==> src/rtl/cnt_share_arbiter.sv <==
// cnt_share_arbiter
// Round-robin arbiter that lends one shared WIDTH-bit down-counter to NREQ
// requesters. The winner loads its own value and owns the counter until the
// count reaches zero (done pulse), it drops its request (abort), or reset.
//
// Optional feature: define CNT_ARB_HOLD_EN to add a 1-bit `hold` input that
// freezes a running count. The default build (macro undefined) behaves as if
// hold were tied low and has no such port.
module cnt_share_arbiter #(
  parameter int NREQ  = 4,
  parameter int WIDTH = 5
) (
  input  logic                      clk,
  input  logic                      reset,
`ifdef CNT_ARB_HOLD_EN
  input  logic                      hold,
`endif
  input  logic [NREQ-1:0]           req,
  input  logic [NREQ*WIDTH-1:0]     req_val,
  output logic [NREQ-1:0]           gnt,
  output logic [NREQ-1:0]           done,
  output logic [WIDTH-1:0]          cnt_out,
  output logic [$clog2(NREQ)-1:0]   owner,
  output logic                      busy
);

  localparam int IW = $clog2(NREQ);

  typedef enum logic [1:0] {
    IDLE  = 2'd0,
    COUNT = 2'd1,
    DONE  = 2'd2
  } state_t;

  state_t             state_q, state_d;
  logic [NREQ-1:0]    gnt_q,   gnt_d;
  logic [WIDTH-1:0]   cnt_q,   cnt_d;
  logic [IW-1:0]      owner_q, owner_d;
  logic [IW-1:0]      ptr_q,   ptr_d;

  logic               hold_w;
  logic               win_found;
  logic [IW-1:0]      win_idx;
  logic [WIDTH-1:0]   win_val;

`ifdef CNT_ARB_HOLD_EN
  assign hold_w = hold;
`else
  assign hold_w = 1'b0;
`endif

  // Round-robin search: first set request bit starting just above ptr, wrapping.
  always_comb begin
    int idx;
    // NOTE: every variable assigned in always_comb gets a default first, so
    // no path leaves it unassigned and no latch is inferred.
    win_found = 1'b0;
    win_idx   = '0;
    idx       = 0;
    for (int k = 1; k <= NREQ; k++) begin
      idx = int'(ptr_q) + k;
      if (idx >= NREQ) idx = idx - NREQ;
      if (!win_found && req[idx]) begin
        win_found = 1'b1;
        win_idx   = IW'(idx);
      end
    end
  end

  assign win_val = req_val[int'(win_idx)*WIDTH +: WIDTH];

  // Next-state and next-register values for the three-state run controller.
  always_comb begin
    state_d = state_q;
    gnt_d   = gnt_q;
    cnt_d   = cnt_q;
    owner_d = owner_q;
    ptr_d   = ptr_q;
    unique case (state_q)
      IDLE: begin
        if (win_found) begin
          gnt_d   = {{(NREQ-1){1'b0}}, 1'b1} << win_idx;
          owner_d = win_idx;
          ptr_d   = win_idx;
          cnt_d   = win_val;
          state_d = (win_val != '0) ? COUNT : DONE;
        end
      end
      COUNT: begin
        if (!req[owner_q]) begin
          // Owner withdrew: release without a done pulse, ptr stays put.
          state_d = IDLE;
          gnt_d   = '0;
          cnt_d   = '0;
        end else if (hold_w) begin
          state_d = COUNT;
        end else if (cnt_q <= WIDTH'(1)) begin
          // Final step to zero; the <= also guards against wrapping below 0.
          cnt_d   = '0;
          state_d = DONE;
        end else begin
          cnt_d   = cnt_q - WIDTH'(1);
        end
      end
      DONE: begin
        state_d = IDLE;
        gnt_d   = '0;
      end
      default: begin
        state_d = IDLE;
        gnt_d   = '0;
        cnt_d   = '0;
      end
    endcase
  end

  // State register with synchronous active-high reset that overrides everything.
  always_ff @(posedge clk) begin
    // NOTE: sequential state uses non-blocking assignments so every register
    // samples the pre-edge values, independent of statement order.
    if (reset) begin
      state_q <= IDLE;
      gnt_q   <= '0;
      cnt_q   <= '0;
      owner_q <= '0;
      ptr_q   <= IW'(NREQ - 1);
    end else begin
      state_q <= state_d;
      gnt_q   <= gnt_d;
      cnt_q   <= cnt_d;
      owner_q <= owner_d;
      ptr_q   <= ptr_d;
    end
  end

  assign gnt     = gnt_q;
  assign done    = (state_q == DONE) ? gnt_q : '0;
  assign cnt_out = cnt_q;
  assign owner   = owner_q;
  assign busy    = (state_q != IDLE);

endmodule

==> config.mk <==
export PLATFORM = sky130hd
export DESIGN_NAME = cnt_share_arbiter
export DESIGN_NICKNAME = d
export VERILOG_FILES = /design/src/rtl/cnt_share_arbiter.sv
export SDC_FILE = /design/constraint.sdc
export NUM_CORES = 1
export LEC_CHECK = 0
export BUFFER_PORTS_ARGS = -buffer_cell sky130_fd_sc_hd__buf_2
export CORE_ASPECT_RATIO = 1.4
export CORE_MARGIN = 2
export CORE_UTILIZATION = 49
export DETAILED_ROUTE_END_ITERATION = 16
export PLACE_DENSITY = 0.81
export SLEW_MARGIN = 30
export SYNTH_ARGS = -nofsm -noshare
export SYNTH_HDL_FRONTEND = slang
export SYNTH_SLANG_ARGS = --single-unit
==> constraint.sdc <==
create_clock -name clk -period 2.97 [get_ports clk]
set_input_delay 0.891 -clock clk [delete_from_list [all_inputs] [get_ports clk]]
set_output_delay 0.891 -clock clk [all_outputs]
set_load 0.03 [all_outputs]
======== Word-level counts from Yosys, hierarchy flattened ========
Index checks and enable logic that the tools add are counted.
cells by class
  shifts and indexed selects .............. 2
  bitwise operators ....................... 1
  $mul .................................... 1
  reductions and logical operators ........ 13
  div/mod/pow operators ................... 0
  muxes and demuxes ....................... 39
  equality and inequality tests ........... 5
  $lt $le $gt $ge ......................... 10
  add/sub/neg operators ................... 9
operators by type and width
  kind                                                                count
  less-than comparator 32 x 4 -> 1 bit (second input constant)        4
  2-to-1 mux 32 bit                                                   4
  variable part select 20 x 6 -> 5 bit                                1
  2-to-1 mux 2 bit                                                    8
  2-to-1 mux 5 bit                                                    3
  one-hot mux 5 bit (3 select lines)                                  1
  2-to-1 mux 1 bit                                                    13
  2-to-1 mux 4 bit                                                    3
  subtractor 3 x 3 -> 4 bit (second input constant)                   3
  binary-select mux 1 bit (select 2 bit)                              5
  greater-or-equal comparator 3 bit (second input constant)           3
  one-hot mux 4 bit (2 select lines)                                  1
  AND reduction 2 bit                                                 4
  adder 2 x 2 -> 3 bit (second input constant)                        2
  <= comparator 5 x 1 -> 1 bit (second input constant)                1
  multiplier 2 x 3 -> 5 bit (second input constant)                   1
  nonzero test 5 bit                                                  1
  subtractor 4 x 3 -> 5 bit (second input constant)                   1
  subtractor 5 x 1 -> 5 bit (second input constant)                   1
  adder 2 x 3 -> 4 bit (second input constant)                        1
  greater-or-equal comparator 4 x 3 -> 1 bit (second input constant)  1
  != test 2 bit (second input constant)                               2
  one-hot mux 2 bit (2 select lines)                                  1
  left shift 1 x 2 -> 4 bit (first input constant)                    1
  10 further kinds                                                    14
word-level totals
  bits in latches ......................... 0
  output and inout port bits .............. 16
  register bits after elaboration ......... 15
  memories ................................ 0
  bits in read-only memories .............. 0
  bits in writable memories ............... 0
  logic and storage cells ................. 85

======== Longest topological paths before layout ========
Gate-level depths: netlist (run 1).
  word-level depth ........................ 22
  depth in mapped cells ................... 7
  gate-level depth less buffers ........... 7

======== Worst setup path after synthesis (run 1) ========
No wires, ideal clock.
  path type ............................... in2reg
  start point ............................. input req[0]
  end point ............................... register cnt_q[4] (netlist: cnt_out[4])
  stages .................................. 6
  path buffers ............................ 1
  setup time .............................. 0.120 ns
  setup slack ............................. 0.543 ns
  data arrival time ....................... 2.307 ns
  cells stage by stage .................... or2_4 > a311oi_4 > buf_6 > mux2_2 > a22oi_1 > nand2_1
on the way
  longest elaborated chain between the ends .. 17
ends and longest elaborated chain
  item                                                 line  source
  from (decl)                                          18    input logic [NREQ-1:0] req,
  binary-select mux 1 bit (select 2 bit)               63    if (!win_found && req[idx]) begin
  2-to-1 mux 1 bit (not written as such) (2 in a row)  63
  2-to-1 mux 1 bit                                     63
  zero test 1 bit                                      63
  logical AND 1 bit                                    63
  2-to-1 mux 1 bit                                     63
  zero test 1 bit                                      63
  logical AND 1 bit                                    63
  2-to-1 mux 1 bit                                     63
  zero test 1 bit                                      63
  logical AND 1 bit                                    63
  2-to-1 mux 2 bit                                     63
  multiplier 2 x 3 -> 5 bit                            70    assign win_val = req_val[int'(win_idx)*WIDTH +: WIDTH];
  variable part select 20 x 6 -> 5 bit                 70
  2-to-1 mux 5 bit                                     81    if (win_found) begin
  one-hot mux 5 bit (3 select lines)                   79    unique case (state_q)
  to (signal assigned)                                 130   cnt_q <= cnt_d;
  to (decl)                                            37    logic [WIDTH-1:0] cnt_q, cnt_d;
Several ways; a longest one is shown, not always the timed one. The select of a mux whose other input is x is not followed.
A chain may end at the register's enable or synchronous reset.

======== Worst setup path in the final report (run 1) ========
  start point ............................. input req[0]
  end point ............................... register cnt_q[3] (netlist: cnt_out[3])
Same word-level chain as after synthesis.

==> results of run 1 <==
-- worst max-delay path, cell delays in order --
cell	delay, ns
sky130_fd_sc_hd__buf_2	0.13
sky130_fd_sc_hd__or4_1	0.65
sky130_fd_sc_hd__o21ai_0	0.51
sky130_fd_sc_hd__a211oi_1	0.16
sky130_fd_sc_hd__a22o_1	0.21
-- cells in the final DEF (no fill, tap or decap), types with 2 or more instances in the layout --
cell,n
sky130_fd_sc_hd__a22o_1,3
sky130_fd_sc_hd__nor3_1,7
sky130_fd_sc_hd__mux2i_1,13
sky130_fd_sc_hd__nor4_1,2
sky130_fd_sc_hd__nand2_1,8
sky130_fd_sc_hd__o211ai_1,2
sky130_fd_sc_hd__and2_1,5
sky130_fd_sc_hd__buf_2,41
sky130_fd_sc_hd__or2b_1,2
sky130_fd_sc_hd__o311a_1,2
sky130_fd_sc_hd__nand3_1,2
sky130_fd_sc_hd__nand2b_1,2
sky130_fd_sc_hd__clkbuf_4,3
sky130_fd_sc_hd__dfxtp_1,15
sky130_fd_sc_hd__o21ai_0,7
sky130_fd_sc_hd__a21o_1,2
sky130_fd_sc_hd__xnor2_1,2
sky130_fd_sc_hd__inv_1,5
sky130_fd_sc_hd__a21oi_1,8
sky130_fd_sc_hd__a22oi_1,2
sky130_fd_sc_hd__nor3b_1,2
sky130_fd_sc_hd__nor2b_1,2
sky130_fd_sc_hd__or4_1,5
sky130_fd_sc_hd__mux2_2,4
sky130_fd_sc_hd__or3_1,2
sky130_fd_sc_hd__ha_1,2
sky130_fd_sc_hd__a21oi_2,2
sky130_fd_sc_hd__nor2_1,18
-- per-stage QoR --
| stage | worst slack, ns | utilization [%] |
|---|---|---|
| after floorplan | 0.543 | - |
| after global placement | 0.410 | 62.4 |
| after detailed placement | 0.347 | 62.4 |
| after CTS | 0.653 | 63.6 |
| after global routing | 0.593 | 63.6 |
| final | 0.623 | 63.6 |
-- cells by family after synthesis --
group | Yosys count | synth area share, %
mux | 18 | 17.1
compound gates | 36 | 23.7
xor+xnor | 2 | 1.51
fa+ha+maj | 2 | 2.16
buf+inv | 9 | 3.68
flops | 15 | 25.9
simple gates | 58 | 25.9
-- per-layer routing --
metal | share of wire, % | wire length [µm] | up-vias
met5 | 0 | 0 | -
met2 | 53 | 1610 | 55
met1 | 39 | 1190 | 600
met3 | 5.3 | 160 | 9
li1 | - | - | 605
met4 | 2.4 | 74 | 0
-- how the worst max path moves through the flow --
stage	to	slack, ns
2_1_floorplan	cnt_out[4]$_SDFFE_PP0P_	0.54
3_3_place_gp	cnt_out[3]$_SDFFE_PP0P_	0.41
3_5_place_dp	cnt_out[3]$_SDFFE_PP0P_	0.35
4_1_cts	cnt_out[3]$_SDFFE_PP0P_	0.65
5_1_grt	cnt_out[4]$_SDFFE_PP0P_	0.59
6_report	cnt_out[3]$_SDFFE_PP0P_	0.62
-- layout make-up --
type / instances / area [µm²] / area share (%)
multi-input cells: 116 / 815 / 58.2
flip-flops and latches: 15 / 300 / 21.4
repair buffers: 42 / 213 / 15.2
well taps: 22 / 27.5 / 1.97
clock buffers: 4 / 26.3 / 1.88
inverters: 5 / 18.8 / 1.34
-- state kept, by name, summed over array words and instances (netlist names) --
| register | count |
|---|---|
| cnt_out | 5 |
| gnt | 4 |
| owner | 2 |
| ptr_q | 2 |
| state_q | 2 |
-- power groups by stage --
stage	Clock, mW	Sequential [mW]	Combinational, mW
after floorplan	0	0.437	0.450
after global placement	0	0.361	0.678
after detailed placement	0	0.365	0.691
after CTS	0.121	0.360	0.694
after global routing	0.132	0.375	0.759
final	0.125	0.363	0.694
==> results.md, run 1 <==
- The flow ran to the end, and the final reports show no timing, DRC or antenna violations.
- The total design power is 1.18 mW.
- The number of flops mapped to enable cells by yosys is 0.
- The post-placement cell count is 200.
- By area the synthesized netlist is led by sky130_fd_sc_hd__dfxtp_1 26%, sky130_fd_sc_hd__mux2i_1 11%, sky130_fd_sc_hd__nor2_1 5.8%.
- The startpoint identified for the worst hold timing path is gnt[0]$_SDFFE_PP0P_.
- During I/O placement, the number of pins put on the boundary was 42.
- In this run, CTS created clock tree buffers numbering 3.
- In this run the number of H-tree levels came out at 1.
- The worst hold path stage count is 1.
- The final estimated routing congestion in global placement is 0.911.
- At the worst endpoint, the required time is 3.17 ns.
- The count of final hold-check violations is 0.
- The clock drives 15 sinks.
- The depth of the worst register-to-register path is 5.
- The worst hold path class is reg2reg.
- The area of the die is 2770 µm².
- The final cell count without fillers is 204.
- The internal power is 0.606 mW.
- Clock-pin slew was measured on the worst setup and hold paths at 0.10 ns.
- The capture endpoint of the worst hold path is gnt[0]$_SDFFE_PP0P_.
- The number of cells upsized or downsized after cts is 0.
- The synthesis-to-finish area growth is 21.0%.
- The mean area per synthesized cell is a little over 8 µm².
- The standard cell core area is 2200 µm².
- For the finished layout, the period the worst path requires is 2.35 ns.
- Setup repair after global routing left no endpoint under its margin.
- TritonCTS built the clock tree.
- In this run the tool buffered the top-level ports with 41 buffer cells.
- Of the cells placed in the final design, the portion with a size suffix greater than 1 is 30.8%.
- The pin count of the biggest net entering global routing is 16.
- 0 antenna diodes ended up in the layout.
- The final hold slack is 0.474 ns.
- Once placement finished, the instance area stood at between 1000 and 1500 µm².
- The met3 track demand over resource in global routing is 2.93%.
- The initial antenna violation count is 0.
- The synthesized flop and latch total is 15.
- For the final database, setup skew stands at 0.00155 ns.
- The cell count after synthesis came out at 140.
- The number of hold buffers added after CTS was 0.
- The most used standard cell by instance count after synthesis is sky130_fd_sc_hd__nor2_1.
- After the first detailed-routing iteration, the DRC count stood at 35.
- The launch point of the critical path is req[0].
- In this run the power spent charging and discharging nets is 0.577 mW.
- The count of pins over their slew limit came to 0.
- After synthesis, the netlist uses 39 different library cells.
- Summed over all nets, the half-perimeter wirelength after detailed placement is 2.45 mm.
- In this run, the clock network consumes about a tenth of the power.
- The total overflow reported by the global router is 0.
- The cell leakage power is 0.653 nW.
- For this run, the top clock speed supported by timing is 426 MHz.
- The switching power share of the total is 48.8%.
- In this run the power density over the cells is 845 nW/µm².
- Summing all non-filler instances in the final layout gives an area of 1400 µm².
- The detailed-route vias per instance is 6.22.
- Measured along the x axis, the die boundary spans 45.1 µm.
- The start-to-end type of the worst setup path is in2reg.
- Sequential cells burn between 30 and 40% of the power.
- The total negative slack is 0 ns.
- The number of fillers in the final layout is 203.
- The endpoint class of the critical path is a flip-flop.
- The total wire length after detailed routing is 3.03 mm.
- The fraction of synthesized cell area taken by the top area cell type is 25.9%.
- The die height is between 60 and 70 µm.
- For this run, design rule violations remaining after detail routing come to 0.
- In the global route stage, met2 resource usage came out at around 44%.
- For this run, the number of Yosys warnings is 0.
- By count the netlist is led by 18 x sky130_fd_sc_hd__nor2_1, 15 x sky130_fd_sc_hd__dfxtp_1, 13 x sky130_fd_sc_hd__mux2i_1.
- In this run, the combinational gates consume approximately three fifths of the power.
- The proportion of synthesized flip-flops having asynchronous set or reset is 0%.
- The average wire length per cell after detail routing is 14.9 µm.
- The net count after synthesis is 168.
- Setup violations remaining at the end of the flow were counted as 0.
- The highest net fanout along the worst path is 6.
- The biggest area contributor in the post-synthesis netlist is sky130_fd_sc_hd__dfxtp_1.
- The cell area after technology mapping is 1160 µm².
- The floorplan has 20 rows.
- The most heavily used metal layer in global routing is met2.
- STA classifies the critical path startpoint as an input pin.
- The setup slack of the worst register-to-register path is roughly 1.1 ns.
- The actual transition at the worst max-transition pin is approximately 0.55 ns.
- The worst-case headroom to the max-slew limit is 63.1%.
- The clock passes through at most 2 buffers.
- For this run, the leading register cell type out of synthesis is sky130_fd_sc_hd__dfxtp_1.
- The count of buffers added by post-CTS timing repair for setup is 0.
- The worst-case IR drop observed on VDD is around 0.00052 V.
- The share of the Yosys chip area taken by registers is 25.9%.
- The endpoint of the worst register-to-register path is cnt_out[2]$_SDFFE_PP0P_.
- The final-stage net count is 211.
- The count of nets left with antenna violations once routing finished came out at 0.
- The initial standard-cell utilization of the core is 52.6%.
- Across the run, the number of max-cap violations was 0.
- The via count of the first global-routing pass came to 1180.
- The clock latency on the worst-skew pair is between 0.2 and 0.3 ns.
- The wire length of the first global-routing pass is 4.97 mm.
- In the global route stage, met1 resource usage came out at 27.8%.
- The final period utilization is 79.0%.
- The library cell used as clock root buffer is sky130_fd_sc_hd__clkbuf_4.
- The startpoint of the worst-slack reg-to-reg timing path is ptr_q[0]$_SDFFE_PP1P_.
- The data arrival time of the critical path is 2.55 ns.
- The number of iterations in the first detailed-routing pass is 4.
- The global routing usage summed across all routing layers is between 20% and 30%.
- The total via count in the routed design is roughly 1300.
Note: power is estimated with default switching activity, not from simulation.
==> run 2, diff against run 1 <==
--- a/config.mk
+++ b/config.mk
@@ -5,10 +5,11 @@
 export SDC_FILE = /design/constraint.sdc
 export NUM_CORES = 1
 export LEC_CHECK = 0
+export ABC_AREA = 1
 export BUFFER_PORTS_ARGS = -buffer_cell sky130_fd_sc_hd__buf_2
 export CORE_ASPECT_RATIO = 1.4
 export CORE_MARGIN = 2
-export CORE_UTILIZATION = 49
+export CORE_UTILIZATION = 50
 export DETAILED_ROUTE_END_ITERATION = 16
 export PLACE_DENSITY = 0.81
 export SLEW_MARGIN = 30
==> constraint.sdc (replaced) <==
create_clock -name clk -period 2.45 [get_ports clk]
set_input_delay 0.735 -clock clk [delete_from_list [all_inputs] [get_ports clk]]
set_output_delay 0.735 -clock clk [all_outputs]
set_load 0.03 [all_outputs]
==> results.md, run 2 <==
- During synthesis, Yosys emitted a total of 0 warnings.
- Detailed placement finished with a half-perimeter wire length of approximately 2.6 mm.
- Combinational logic burns about four fifths of the power.
- The worst setup path is of the reg2reg kind.
- The tool flagged a number of max-cap violations equal to 0.
- For this design the top-level I/O count stands at 42.
- The run finished with clean final reports.
- Summed over all cells, the static leakage comes to 0.821 nW.
- The final period utilization is a little under nine tenths.
- Summed over all layers, the routed wires come to 3.06 mm.
- The cell accounting for the most synthesized area is sky130_fd_sc_hd__nand2_1.
- After the first detailed-routing iteration, the DRC count stood at 31.
- In this design, the stage delay of the slowest critical-path cell is about 0.45 ns.
- Summed over all nets, the switching power comes to approximately 1.6 mW.
- The congestion estimate from routability-driven global placement came to 0.913.
- On the final layout, the worst hold slack is roughly 0.49 ns.
- The detailed-route vias per instance is 5.01.
- In this run the worst hold path is classified as reg2reg.
- The register with the most flip-flops in the layout has 5 of them.
- Setup violations remaining at the end of the flow were counted as 0.
- The number of cells upsized or downsized after cts is 0.
- The commonest cells after synthesis are 85 x sky130_fd_sc_hd__nand2_1, 15 x sky130_fd_sc_hd__dfxtp_1, 15 x sky130_fd_sc_hd__inv_1.
- Traced cell by cell, the critical path runs through inv_2, nand2_1, nand2_1, nand2_1, nand2_2, nor2_4, nand3_2, nand2_2, nand2_4, nand2_1, nand2_1, nand2_1, nand2_2, nor2_4, nand3_1, nand2_1, a21oi_1.
- The CTS tree is built.
- For the worst setup path, the data arrival time is 2.28 ns.
- The number of fillers in the final layout is 264.
- The total overflow left after global routing is 0.
- The share of power burned in registers is ~15%.
- The count of pins over their slew limit is 0.
- In this run, distinct cell masters in the synthesized netlist total 30.
- At the later pin of the worst-skew pair, clock insertion delay measures 0.29 ns.
- The die is 63.7 µm tall.
- Leaving out fill and tap cells, the most frequent cells in the layout are 85 x sky130_fd_sc_hd__nand2_1, 41 x sky130_fd_sc_hd__buf_2, 15 x sky130_fd_sc_hd__inv_1, 15 x sky130_fd_sc_hd__dfxtp_1, 14 x sky130_fd_sc_hd__nand3_1.
- Counting flops with an async set or reset pin after synthesis yields a share of 0%.
- The count of final hold-check violations is 0.
- Summing the sequential cell areas from Yosys gives 23.6% of the chip area.
- Setup repair after global routing left no endpoint under its margin.
- The fraction of synthesized cell area taken by the top area cell type is 25.1%.
- The internal power is between 1 and 1.5 mW.
- Ranked by total cell area, the synthesized netlist is headed by sky130_fd_sc_hd__nand2_1 25%, sky130_fd_sc_hd__dfxtp_1 24%, sky130_fd_sc_hd__nand2_2 6.4%.
- Counting every net in the synthesized netlist gives 238.
- Measured against its own limit, the worst slew margin works out to around 73%.
- The number of iterations in the first detailed-routing pass is 4.
- The horizontal die dimension is between 40 and 50 µm.
- The synthesized flop and latch total is 15.
- The routed layout has 1447 vias.
- Of the total power, the clock network draws 5.2%.
- The endpoint class of the critical path is a flip-flop.
- At the pin with the least slew margin, the transition time is around 0.40 ns.
- For the final database, setup skew stands at 0.00679 ns.
- Of all nets on the critical path, the largest fanout is 14.
- The leading cell type in the layout, fill and taps excluded is sky130_fd_sc_hd__nand2_1.
- In this run the post-CTS setup repair buffer count came out at 0.
- The wire length of the first global-routing pass is 5.28 mm.
- The library cell used as clock root buffer is sky130_fd_sc_hd__clkbuf_4.
- The global routing usage summed across all routing layers is roughly a quarter.
- The initial standard-cell utilization of the core is 52.6%.
- The sequential cell area is about 300 µm².
- The initial antenna violation count was 0.
- The clock drives 15 sinks.
- Including well taps, the total number of placed cells is ~290.
- In the final routed layout, each cell accounts on average for 10.6 µm.
- The maximum buffer depth of the clock tree is 2.
- The critical path required time is 2.63 ns.
- The launch point of the worst hold path is gnt[1]$_SDFFE_PP0P_.
- The repair_antennas step left the layout with diodes totalling 0.
- The switching power share of the total is 57.6%.
- For this run, the post-layout net count is 284.
- The final critical path time including I/O delays and setup is 2.10 ns.
- In this run the number of H-tree levels came out at 1.
- In this run, post-CTS hold repair placed 0 buffers.
- The number of buffers inserted by port buffering is 41.
- The area of the die is 2970 µm².
- The number of flops mapped to enable cells by yosys is 0.
- The timing-limited maximum frequency is 477 MHz.
- The worst register-to-register path begins at ptr_q[0]$_SDFFE_PP1P_.
- The slowest stage of the critical path is the sky130_fd_sc_hd__dfxtp_1 cell.
- The most critical setup path has its startpoint at ptr_q[0]$_SDFFE_PP1P_.
- The count of cells in the finished layout, fillers not included, comes to 289.
- After clock tree synthesis, the clock-pin slew on the worst setup and hold paths is 0.09 ns.
- The area occupied by multi-input gates is 867 µm².
- The total design power is 2.70 mW.
- The most numerous cell on the critical path is sky130_fd_sc_hd__nand2_1.
- The number of routed nets with antenna violations is 0.
- The via count of the first global-routing pass is 1356.
- The startpoint type of the worst setup path is a flip-flop.
- The mean area per synthesized cell is 6.06 µm².
- The most used standard cell by instance count after synthesis is sky130_fd_sc_hd__nand2_1.
- The total negative slack is 0 ns.
- The synthesized instance count is between 200 and 250.
- In this run the power density over the cells is 1740 nW/µm².
- The region available for standard cell placement spans 2420 µm².
- The mapped netlist covers 1270 µm².
- Entering global routing, the biggest net connects 15 pins.
- The standard-cell row count is 21.
- The commonest register cell after synthesis is sky130_fd_sc_hd__dfxtp_1.
- The setup check on the worst reg-to-reg path leaves a slack of 0.35 ns.
- The total DRC errors in the routed layout is 0.
- The share of final-layout standard cells stronger than drive strength 1 is a little under a third.
- The largest voltage drop on the vdd net is 0.00105 V.
- TritonCTS created 3 clock buffers.
- Compared with the post-synthesis result, the final layout area differs by 22.3%.
## run 2: cell types whose count changed in the layout (fill, tap and decap cells not counted), moves of 6 or more
cell / before / now
sky130_fd_sc_hd__nand2_1: 8 / 85
sky130_fd_sc_hd__nand2_2: 0 / 13
sky130_fd_sc_hd__inv_1: 5 / 15
sky130_fd_sc_hd__nand3_1: 2 / 14
sky130_fd_sc_hd__mux2i_1: 13 / 0
sky130_fd_sc_hd__nor3_1: 7 / 1
sky130_fd_sc_hd__o21ai_1: 0 / 7
sky130_fd_sc_hd__nor2_1: 18 / 12
## run 2: path summary, 6_finish.rpt
kind | to | cells past startpoint
min | gnt[1]$_SDFFE_PP0P_ | 2
max | state_q[0]$_SDFFE_PP0P_ | 17
max reg2reg | state_q[0]$_SDFFE_PP0P_ | 17
min reg2reg | gnt[1]$_SDFFE_PP0P_ | 2
## run 2: kinds of logic after synthesis
kind of cell             share of synthesized area [%]
AND/OR/NAND/NOR                                   50.2
AO/OA/AOI/OAI                                     13.9
buffers and inverters                             8.26
flip-flops                                        23.6
XOR/XNOR                                          2.07
adder cells (fa/ha/maj)                           1.97
## run 2: layer usage
metal	wire, µm	vias up	global-route usage (%)
met2	1690	27	46.0
met5	0	-	0
li1	-	763	-
met4	107	0	9.03
met3	91	13	4.30
met1	1170	644	23.3
## run 2: area by class of cell
class,instances,share of cell area (%)
Clock buffer,3,1.45
Clock inverter,1,0.322
Inverter,19,4.58
Multi-Input combinational cell,172,55.7
Sequential cell,15,19.3
Tap cell,34,2.73
Timing Repair Buffer,45,15.9
## run 2: power groups by stage
stage,sequential (mW),combinational [mW],clock (mW)
floorplan,0.510,1.62,0
CTS,0.415,2.16,0.150
detailed placement,0.419,2.16,0
global placement,0.417,2.13,0
global route,0.429,2.42,0.164
finish,0.415,2.15,0.141
## run 2: through the flow
step / setup WS, ns / instance area [µm²] / util (%)
floorplan: 0.324 / 1270 / -
global placement: 0.112 / 1530 / 63.3
detailed placement: 0.0837 / 1530 / 63.3
CTS: 0.350 / 1560 / 64.4
global route: 0.131 / 1560 / 64.4
finish: 0.352 / 1560 / 64.4
## run 2: critical path, delay by kind of cell (launching register included)
family / cells / cell delay (ns)
flops: 1 / 0.45
compound gates: 1 / 0.06
simple gates: 15 / 1.33
buf+inv: 1 / 0.14
==> run 3, diff against run 2 <==
--- a/config.mk
+++ b/config.mk
@@ -9,9 +9,10 @@
 export BUFFER_PORTS_ARGS = -buffer_cell sky130_fd_sc_hd__buf_2
 export CORE_ASPECT_RATIO = 1.4
 export CORE_MARGIN = 2
-export CORE_UTILIZATION = 50
+export CORE_UTILIZATION = 45
+export CTS_BUF_LIST = sky130_fd_sc_hd__clkbuf_2
 export DETAILED_ROUTE_END_ITERATION = 16
-export PLACE_DENSITY = 0.81
+export PLACE_DENSITY = 0.74
 export SLEW_MARGIN = 30
 export SYNTH_ARGS = -nofsm -noshare
 export SYNTH_HDL_FRONTEND = slang
==> results.md, run 3 (synthesis results as in run 2) <==
- The flow ran to the end, and the final reports show no timing, DRC or antenna violations.
- The post-detailed-placement cell area is approximately 1500 µm².
- The detail route stage leaves a number of antenna-violating nets equal to 0.
- The number of top-level pins is 42.
- STA classifies the critical path startpoint as a flip-flop.
- The number of max-capacitance violations reported is 0.
- After clock tree synthesis, the flow added hold-fix buffers numbering 0.
- The clock reaches the later pin of the worst-skew pair after approximately 0.30 ns.
- The flip-flop count of the largest register, all copies and words added is 5.
- After floorplanning, the core was divided into 22 placement rows.
- In this run, placement finished with an instance count of 288.
- The area of the die is approximately 3300 µm².
- Entering global routing, the biggest net connects 15 pins.
- Leaving out fill and tap cells, the most frequent cell in the layout is sky130_fd_sc_hd__nand2_1.
- The finished layout holds roughly 290 standard cells, fillers aside.
- The minimum setup slack after placement is a little under 0.05 ns.
- In this run, the clock network consumes between 4 and 5% of the power.
- The standard cell core area is 2670 µm².
- Once the floorplan was initialized, standard cells occupied 47.7% of the core.
- The startpoint of the worst-slack reg-to-reg timing path is ptr_q[1]$_SDFFE_PP1P_.
- Across the VDD grid, the largest voltage drop is 0.00111 V.
- The total of endpoints with negative setup slack in the final report is 0.
- The combinational share of power is between 80 and 90%.
- Total power for the finished layout comes to 2.71 mW.
- The number of antenna cells inserted is 0.
- Global routing used 21.0% of the available tracks.
- The initial antenna violation count came to 0.
- The synthesis-to-finish area growth is 22.6%.
- The total overflow reported by the global router is 0.
- The cell leakage power is 0.824 nW.
- The count of final hold-check violations is 0.
- The share of final-layout standard cells stronger than drive strength 1 is 31.3%.
- The data arrival time of the critical path is between 2 and 2.5 ns.
- The maximum clock skew at final layout is 0.00404 ns.
- The number of levels in the clock H-tree is 1.
- The critical path required time is between 2 and 3 ns.
- The average wire length per cell after detail routing is between 10 and 15 µm.
- The first global-routing pass estimated 5.44 mm of wire.
- The internal power is 1.13 mW.
- The first TritonRoute pass finished after 4 iterations.
- The final-stage net count is around 290.
- The actual transition at the worst max-transition pin is 0.401 ns.
- The worst hold path passes through 2 cells.
- The start-to-end type of the worst setup path is reg2reg.
- In the finished design, the share of the clock period the worst path needs comes to 86.7%.
- In the layout the commonest cells are 85 x sky130_fd_sc_hd__nand2_1, 41 x sky130_fd_sc_hd__buf_2, 15 x sky130_fd_sc_hd__inv_1.
- The number of DRC markers after the initial detailed-route iteration is 35.
- The timing-limited maximum frequency is around 470 MHz.
- The library cell used as clock root buffer is sky130_fd_sc_hd__clkbuf_2.
- Registers are responsible for 15.3% of the overall power.
- The layout has 287 filler cells.
- Setup repair after global routing left no endpoint under its margin.
- The path class of the tightest hold or removal check is reg2reg.
- For this design, the slowest cell found on the critical path is sky130_fd_sc_hd__dfxtp_1.
- TritonCTS built the clock tree.
- The die height is between 60 and 70 µm.
- The worst-case headroom to the max-slew limit is 73.0%.
- The total clock buffers created by CTS is 3.
- The clock sink count is 15.
- The critical path starts at ptr_q[1]$_SDFFE_PP1P_.
- The area occupied by multi-input gates is 867 µm².
- The delay of the slowest critical-path stage is 0.44 ns.
- The most numerous cell on the critical path is sky130_fd_sc_hd__nand2_1.
- The total power per unit cell area is ~1700 nW/µm².
- The depth of the worst register-to-register path is 17.
- Walking the worst path, the cells encountered are inv_1, nand2_1, nand2_1, nand2_1, nand2_2, nor2_4, nand3_2, nand2_2, nand2_4, nand2_1, nand2_1, nand2_1, nand2_2, nor2_4, nand3_1, nand2_1, a21oi_1.
- Across all setup checks in the final design, the least slack found is 0.326 ns.
- The count of pins over their slew limit is 0.
- The endpoint class of the critical path is a flip-flop.
- The congestion estimate from routability-driven global placement came to 0.865.
- The total negative slack is 0 ns.
- Along the worst path, the maximum fanout reaches 14.
- The total DRC errors in the routed layout is 0.
- The post-DP HPWL is roughly 2.6 mm.
- The horizontal die dimension is 48.9 µm.
- The maximum buffer depth of the clock tree is 2.
- Input and output buffers added on the ports amount to 41.
- The worst hold path begins at gnt[1]$_SDFFE_PP0P_.
- The switching power of the nets is between 1.5 and 2 mW.
- Summed over all layers, the routed wires come to 3.20 mm.
- The total via count in the routed design is 1434.
- The clock-pin slew of the registers on the worst-case setup and hold paths is 0.16 ns.
- In the routed layout, each cell is associated on average with a via count of 4.91.
- The finished cells cover 1560 µm².
- The final critical path time including I/O delays and setup is 2.12 ns.
- The via count of the first global-routing pass is 1344.
- The sequential cells in the finished layout cover a total of 302 µm².
- The switching power share of the total is 58.1%.
run 3: cell types whose count changed in the layout (fill, tap and decap cells not counted), sizes merged:
cell,before,now
buf,45,46
run 3: area by class of cell:
class                           count  share of cell area [%]
Clock buffer                        3                   0.962
Clock inverter                      1                   0.321
Inverter                           19                    4.57
Multi-Input combinational cell    172                    55.6
Sequential cell                    15                    19.3
Tap cell                           36                    2.89
Timing Repair Buffer               46                    16.4
run 3: through the flow:
step	hold WS (ns)	utilization [%]
5_1_grt	0.519	58.4
3_5_place_dp	0.471	57.6
4_1_cts	0.492	58.4
2_1_floorplan	0.560	-
6_report	0.491	58.4
3_3_place_gp	0.471	57.6
run 3: per-layer routing:
metal	global-route usage [%]	routed length, µm	vias up
li1	-	-	768
met1	21.3	1280	639
met2	42.5	1800	21
met3	2.91	75	6
met4	8.57	42	0
met5	0	0	-
run 3: path summary, 6_finish.rpt:
path | end | slack (ns)
worst max-delay path | state_q[0]$_SDFFE_PP0P_ | 0.33
worst max register to register | state_q[0]$_SDFFE_PP0P_ | 0.33
worst min-delay path | gnt[1]$_SDFFE_PP0P_ | 0.49
worst min register to register | gnt[1]$_SDFFE_PP0P_ | 0.49
run 3: critical path: cells and delay by family, from the launching register on:
kind                   cells  cell delay, ns
AND/OR/NAND/NOR           15            1.37
buffers and inverters      1            0.16
flip-flops                 1            0.44
AO/OA/AOI/OAI              1            0.06
run 3: repair_timing:
item	4_1_cts	5_1_grt
setup endpoints to repair	0	1
setup buffers	0	0
gates resized for setup	0	1
run 3: power by group through the flow:
stage	logic, mW	clock network, mW	registers, mW
3_5_place_dp	2.17	0	0.420
5_1_grt	2.41	0.139	0.431
3_3_place_gp	2.14	0	0.418
4_1_cts	2.18	0.125	0.414
2_1_floorplan	1.62	0	0.510
6_report	2.17	0.124	0.415
